===== config.mk =====
export PLATFORM = sky130hd
export DESIGN_NAME = mimo_unpack
export DESIGN_NICKNAME = d
export VERILOG_FILES = /design/src/rtl/mimo_pkg.sv /design/src/rtl/mimo_hold_reg.sv /design/src/rtl/mimo_unpack.sv
export SDC_FILE = /design/constraint.sdc
export NUM_CORES = 1
export LEC_CHECK = 0
export ABC_AREA = 1
export CORE_UTILIZATION = 25
export CTS_CLUSTER_SIZE = 30
export DETAILED_ROUTE_END_ITERATION = 8
export SLEW_MARGIN = 20
export SYNTH_ARGS = -nofsm -noshare
export SYNTH_HDL_FRONTEND = slang
export SYNTH_SLANG_ARGS = --single-unit

===== constraint.sdc =====
create_clock -name CLK -period 2.5 [get_ports CLK]
set_clock_uncertainty 0.15 [all_clocks]
set_input_delay 0.25 -clock CLK [delete_from_list [all_inputs] [get_ports CLK]]
set_output_delay 0.25 -clock CLK [all_outputs]
set_load 0.03 [all_outputs]

===== src/rtl/mimo_pkg.sv =====
// Shared definitions for the mimo packer/unpacker family: chunk math, count width, occupancy states.
package mimo_pkg;

    typedef enum logic [1:0] {
        EMPTY  = 2'd0,
        ACTIVE = 2'd1,
        FULL   = 2'd2
    } mimo_state_t;

    function automatic int mimo_chunks(input int width_in, input int width_out);
        return width_in / width_out;
    endfunction

    function automatic int mimo_cnt_w(input int chunks);
        return $clog2(chunks + 1);
    endfunction

    localparam int MIMO_CNT_W = mimo_cnt_w(mimo_chunks(128, 32));

endpackage


===== src/rtl/mimo_hold_reg.sv =====
// One-entry data+count holding register; load sets valid, take clears it; load wins if both.
// Latency 1 (registered outputs); no backpressure of its own, the owner gates load on !vld.
module mimo_hold_reg #(
    parameter int DATA_W = 128,
    parameter int CNT_W  = 3
) (
    input  logic              CLK,
    input  logic              nRST,
    input  logic              load,
    input  logic [DATA_W-1:0] load_dat,
    input  logic [CNT_W-1:0]  load_cnt,
    input  logic              take,
    output logic              vld,
    output logic [DATA_W-1:0] dat,
    output logic [CNT_W-1:0]  cnt
);

    always_ff @(posedge CLK) begin
        if (!nRST) begin
            vld <= 1'b0;
            dat <= '0;
            cnt <= '0;
        end else if (load) begin
            vld <= 1'b1;
            dat <= load_dat;
            cnt <= load_cnt;
        end else if (take) begin
            vld <= 1'b0;
        end
    end

endmodule


===== src/rtl/mimo_unpack.sv =====
// Wide-to-narrow unpacker, LSB chunk first; first chunk 1 cycle after enq, one chunk/cycle after.
// Backpressure: enq stalls only while a second word waits in the hold register. Option: MIMO_UNPACK_PARTIAL_EN.
module mimo_unpack
    import mimo_pkg::*;
#(
    parameter int width_in  = 128,
    parameter int width_out = 32,
    localparam int N        = mimo_chunks(width_in, width_out),
    localparam int CNT_W    = mimo_cnt_w(N)
) (
    input  logic                 CLK,
    input  logic                 nRST,
    input  logic                 in_enq_ena,
    input  logic [width_in-1:0]  in_enq_v,
`ifdef MIMO_UNPACK_PARTIAL_EN
    input  logic [CNT_W-1:0]     in_enq_count,
`endif
    output logic                 in_enq_rdy,
    input  logic                 out_deq_ena,
    output logic                 out_deq_rdy,
    output logic [width_out-1:0] out_first,
    output logic                 out_first_rdy,
    output logic                 out_last
);

    if (((width_in % width_out) != 0) || (N < 2)) begin : g_bad_width
        $error("mimo_unpack: width_in must be a multiple of width_out with at least 2 chunks");
    end

    localparam logic [CNT_W-1:0] N_CNT   = CNT_W'(N);
    localparam logic [CNT_W-1:0] ONE_CNT = CNT_W'(1);

    logic [width_in-1:0] buffer;
    logic [CNT_W-1:0]    c;
    logic                hold_vld;
    logic [width_in-1:0] hold_dat;
    logic [CNT_W-1:0]    hold_cnt;
    logic [CNT_W-1:0]    enq_cnt;
    logic                enq_fire;
    logic                deq_fire;
    logic                deq_final;

`ifdef MIMO_UNPACK_PARTIAL_EN
    // Zero or oversize counts fall back to a full word rather than producing nothing.
    assign enq_cnt = ((in_enq_count == '0) || (in_enq_count > N_CNT)) ? N_CNT : in_enq_count;
`else
    assign enq_cnt = N_CNT;
`endif

    assign in_enq_rdy    = !hold_vld;
    assign out_deq_rdy   = (c != '0);
    assign out_first_rdy = (c != '0);
    assign out_first     = buffer[width_out-1:0];
    assign out_last      = (c == ONE_CNT);

    assign enq_fire  = in_enq_ena && in_enq_rdy;
    assign deq_fire  = out_deq_ena && out_deq_rdy;
    assign deq_final = deq_fire && (c == ONE_CNT);

    mimo_hold_reg #(
        .DATA_W (width_in),
        .CNT_W  (CNT_W)
    ) u_hold (
        .CLK      (CLK),
        .nRST     (nRST),
        .load     (enq_fire && (c != '0) && !deq_final),
        .load_dat (in_enq_v),
        .load_cnt (enq_cnt),
        .take     (deq_final && hold_vld),
        .vld      (hold_vld),
        .dat      (hold_dat),
        .cnt      (hold_cnt)
    );

    always_ff @(posedge CLK) begin
        if (!nRST) begin
            buffer <= '0;
            c      <= '0;
        end else if (deq_fire && !deq_final) begin
            buffer <= buffer >> width_out;
            c      <= c - ONE_CNT;
        end else if (deq_final && hold_vld) begin
            buffer <= hold_dat;
            c      <= hold_cnt;
        end else if (deq_final && enq_fire) begin
            // Hold is empty here, so the new word goes straight in with no bubble.
            buffer <= in_enq_v;
            c      <= enq_cnt;
        end else if (deq_final) begin
            c      <= '0;
        end else if (enq_fire && (c == '0)) begin
            buffer <= in_enq_v;
            c      <= enq_cnt;
        end
    end

endmodule


==> flow_summary.toml <==
[outcome]
outcome = "finished clean"

[sta]
min_period_ns = 2.39
final.period_utilization_pct = 95.5
tightest_slew_ns = 0.822
slew_headroom_pct = 45.2
finalSetupViolations = 0
fmax_mhz = 419
drv_slew = 0
hold_viol_final = 0

[clock_tree]
cts_root_buf = "clkbuf_16"
cts.sinks = 261
clock_latency_ns = 0.55
numCtsBuffers = 28
clkTransAtPathRegs_ns = 0.06
cts_tree = "built"
cts_buffer_depth = 3
htreeDepth = 1

[floorplanning]
initial_utilization_pct = 25.3
die_w_um = 230
coreArea_sq_mm = 0.0513
die_y_um = 230
dieArea_sq_mm = 0.0529
num_rows = 83
pin_count = 168

[layout]
area_growth_pct = 24.3
nFillCells = 5666
seqCellArea_sq_mm = 0.00523
multi_input_comb_area_sq_mm = 0.00576
final_nets = 2216
post-route-util_pct = 31.5
final_cell_mix = "nand2_1 (388), nor2_1 (324), inv_1 (299), dfxtp_1 (260), nand3_1 (194)"
mostFrequentLayoutCell = "nand2_1"
drive_gt1_share_pct = 4.76

[run]
maxCapViolCount = 0

[drt]
dr.pass1.iters = 5
postRouteAntennaNets = 0
viasPerCell = 4.55
wl_per_cell_um = 15.2
num_vias = 12668
drt-total-wl_um = 42200
first_iter_violations = 1231
drc_errors = 0

[yosys]
post_synth_num_cell_types = 23
synth-seq-cells = 261
syn_inst = 2032
yosysSeqAreaShare_pct = 40.2
syn_area_per_cell_sq_um = 6.40
synth_warnings = 0
synth_nets = 2167
synth.cell_area_sq_mm = 0.0130

[pwr]
power.share.clock_pct = 22.5
ir_drop_v = 0.000713
switching_share_pct = 42.7
seq_power_share_pct = 31.6
fin_total_pwr_w = 0.0208
pwr_density_cell_mw_per_mm2 = 1280
leakage_nw = 7.47
combinationalPowerShare_pct = 45.9
power_switching_w = 0.00886
p_int_w = 0.0119

[global_routing]
grt_max_degree = 98
grt_pass1_vias = 11728
grt_util_met1_pct = 21.4
grtUsageMet2_pct = 25.7
grt_first_pass_wirelength_um = 66300
grt_remaining_overflow = 0
track_usage_pct = 15.6
gr-max-usage-layer = "met2"
antenna_found_initial = 1
use_met3_pct = 2.23

[critical_path]
cp.arrival_ns = 1.99
path_class = "flip-flop to primary output"
crit_path_end_kind = "primary output"
r2r-start = "c[0]"
path_cells = "inv_1 -> ha_1 -> inv_1 -> nor2_4 -> buf_6 -> buf_4"
rrSetupSlack_ns = 0.23
critPathLaunchType = "flip-flop"
critPathMaxStageDelay_ns = 0.32
cp_max_fo = 32
slowest_stage = "dfxtp_1"
cp.required_ns = 2.10
rr_worst_depth = 8
worst_r2r_endpoint = "u_hold.dat[21]"
path_common_cell = "inv_1"

[hold_path]
min_to = "c[2]"
hp-start = "nRST"
hold_class = "input port to flip-flop"
whs_path_depth = 3

[place]
portBuffers = 167
place.gp.congestion = 0.832
hpwl_um = 29000
state kept, by name, indices dropped and copies added (netlist names):
name,count
buffer,128
c,3
u_hold.dat,128
u_hold.vld,1
u_hold.cnt,1
Yosys cell counts (all sizes together):
cell type	instances	area, sq um
nand3	195	976
ha	3	37.5
or2	1	6.26
dfxtp	261	5230
nor2	326	1230
xnor2	1	8.76
nand2	391	1480
clkbuf	66	248
a21oi	102	522
nand4	99	626
inv	304	1140
nor3	1	5.00
o21ai	165	826
buf	117	667
repair_timing:
item,in CTS,in global routing
setup buffers,0,2
pin swaps,0,1
endpoints found under the hold margin,0,0
hold buffers,0,0
endpoints found under the setup margin,3,24
gates resized for setup,3,0
cell families (layout without fill, tap and decap cells):
| group | after synthesis | after routing | synth area share, % |
|---|---|---|---|
| adders and majority gates | 3 | 3 | 0.289 |
| DFF | 261 | 261 | 40.2 |
| other | 0 | 1 | 0 |
| xor gates and xnor gates | 1 | 1 | 0.0674 |
| and+or+nand+nor | 1013 | 1013 | 33.3 |
| AOI/OAI and AO/OA | 267 | 267 | 10.4 |
| buffers and inverters | 487 | 558 | 15.8 |
worst max path at each step:
stage | startpoint | endpoint | slack [ns] | cells past startpoint
2_1_floorplan | c[0] | buffer[87] | 0.46 | 12
3_3_place_gp | out_deq_ena | u_hold.dat[29] | 0.16 | 8
3_5_place_dp | out_deq_ena | u_hold.dat[16] | 0.13 | 8
4_1_cts | c[1] | out_last | 0.01 | 6
5_1_grt | c[1] | out_last | -0.004 | 6
6_report | c[1] | out_last | 0.11 | 6
power groups by stage:
stage	sequential, W	clock [W]	combinational (W)
CTS	0.00657	0.00478	0.00950
floorplan	0.00639	0	0.00692
global route	0.00674	0.00494	0.0106
finish	0.00656	0.00467	0.00952
global placement	0.00659	0	0.00931
detailed placement	0.00666	0	0.00946
area by class of cell:
cell class,count,area share (%)
diodes,1,0.0155
clock inverters,13,1.35
flip-flops and latches,261,32.4
multi-input cells,1284,35.6
inverters,304,7.06
well taps,680,5.26
repair buffers,202,13.2
clock buffers,39,5.16
worst max-delay path: cells and delay by family, from the launching register on:
| kind | cells | cell delay (ns) |
|---|---|---|
| fa+ha+maj | 1 | 0.18 |
| buf+inv | 4 | 0.69 |
| flops | 1 | 0.32 |
| simple gates | 1 | 0.23 |
metrics by stage:
| step | setup TNS (ns) | std cells | setup slack [ns] | hold WS (ns) | area [sq um] |
|---|---|---|---|---|---|
| CTS | 0 | 2781 | 0.0139 | 0.0119 | 16100 |
| finish | 0 | 2784 | 0.112 | 0.0314 | 16200 |
| global placement | 0 | 2729 | 0.162 | 0.287 | 15100 |
| detailed placement | 0 | 2729 | 0.126 | 0.294 | 15100 |
| global route | -0.00426 | 2784 | -0.00426 | 0.0394 | 16200 |
| floorplan | 0 | 2032 | 0.465 | 0.243 | 13000 |
routing by layer:
metal  share of wire, %  up-vias
li1                   -     6431
met1                 45     5757
met2                 47      424
met3                5.9       56
met4                2.2        0
met5                  0        -
(Power assumes the default switching activity.)
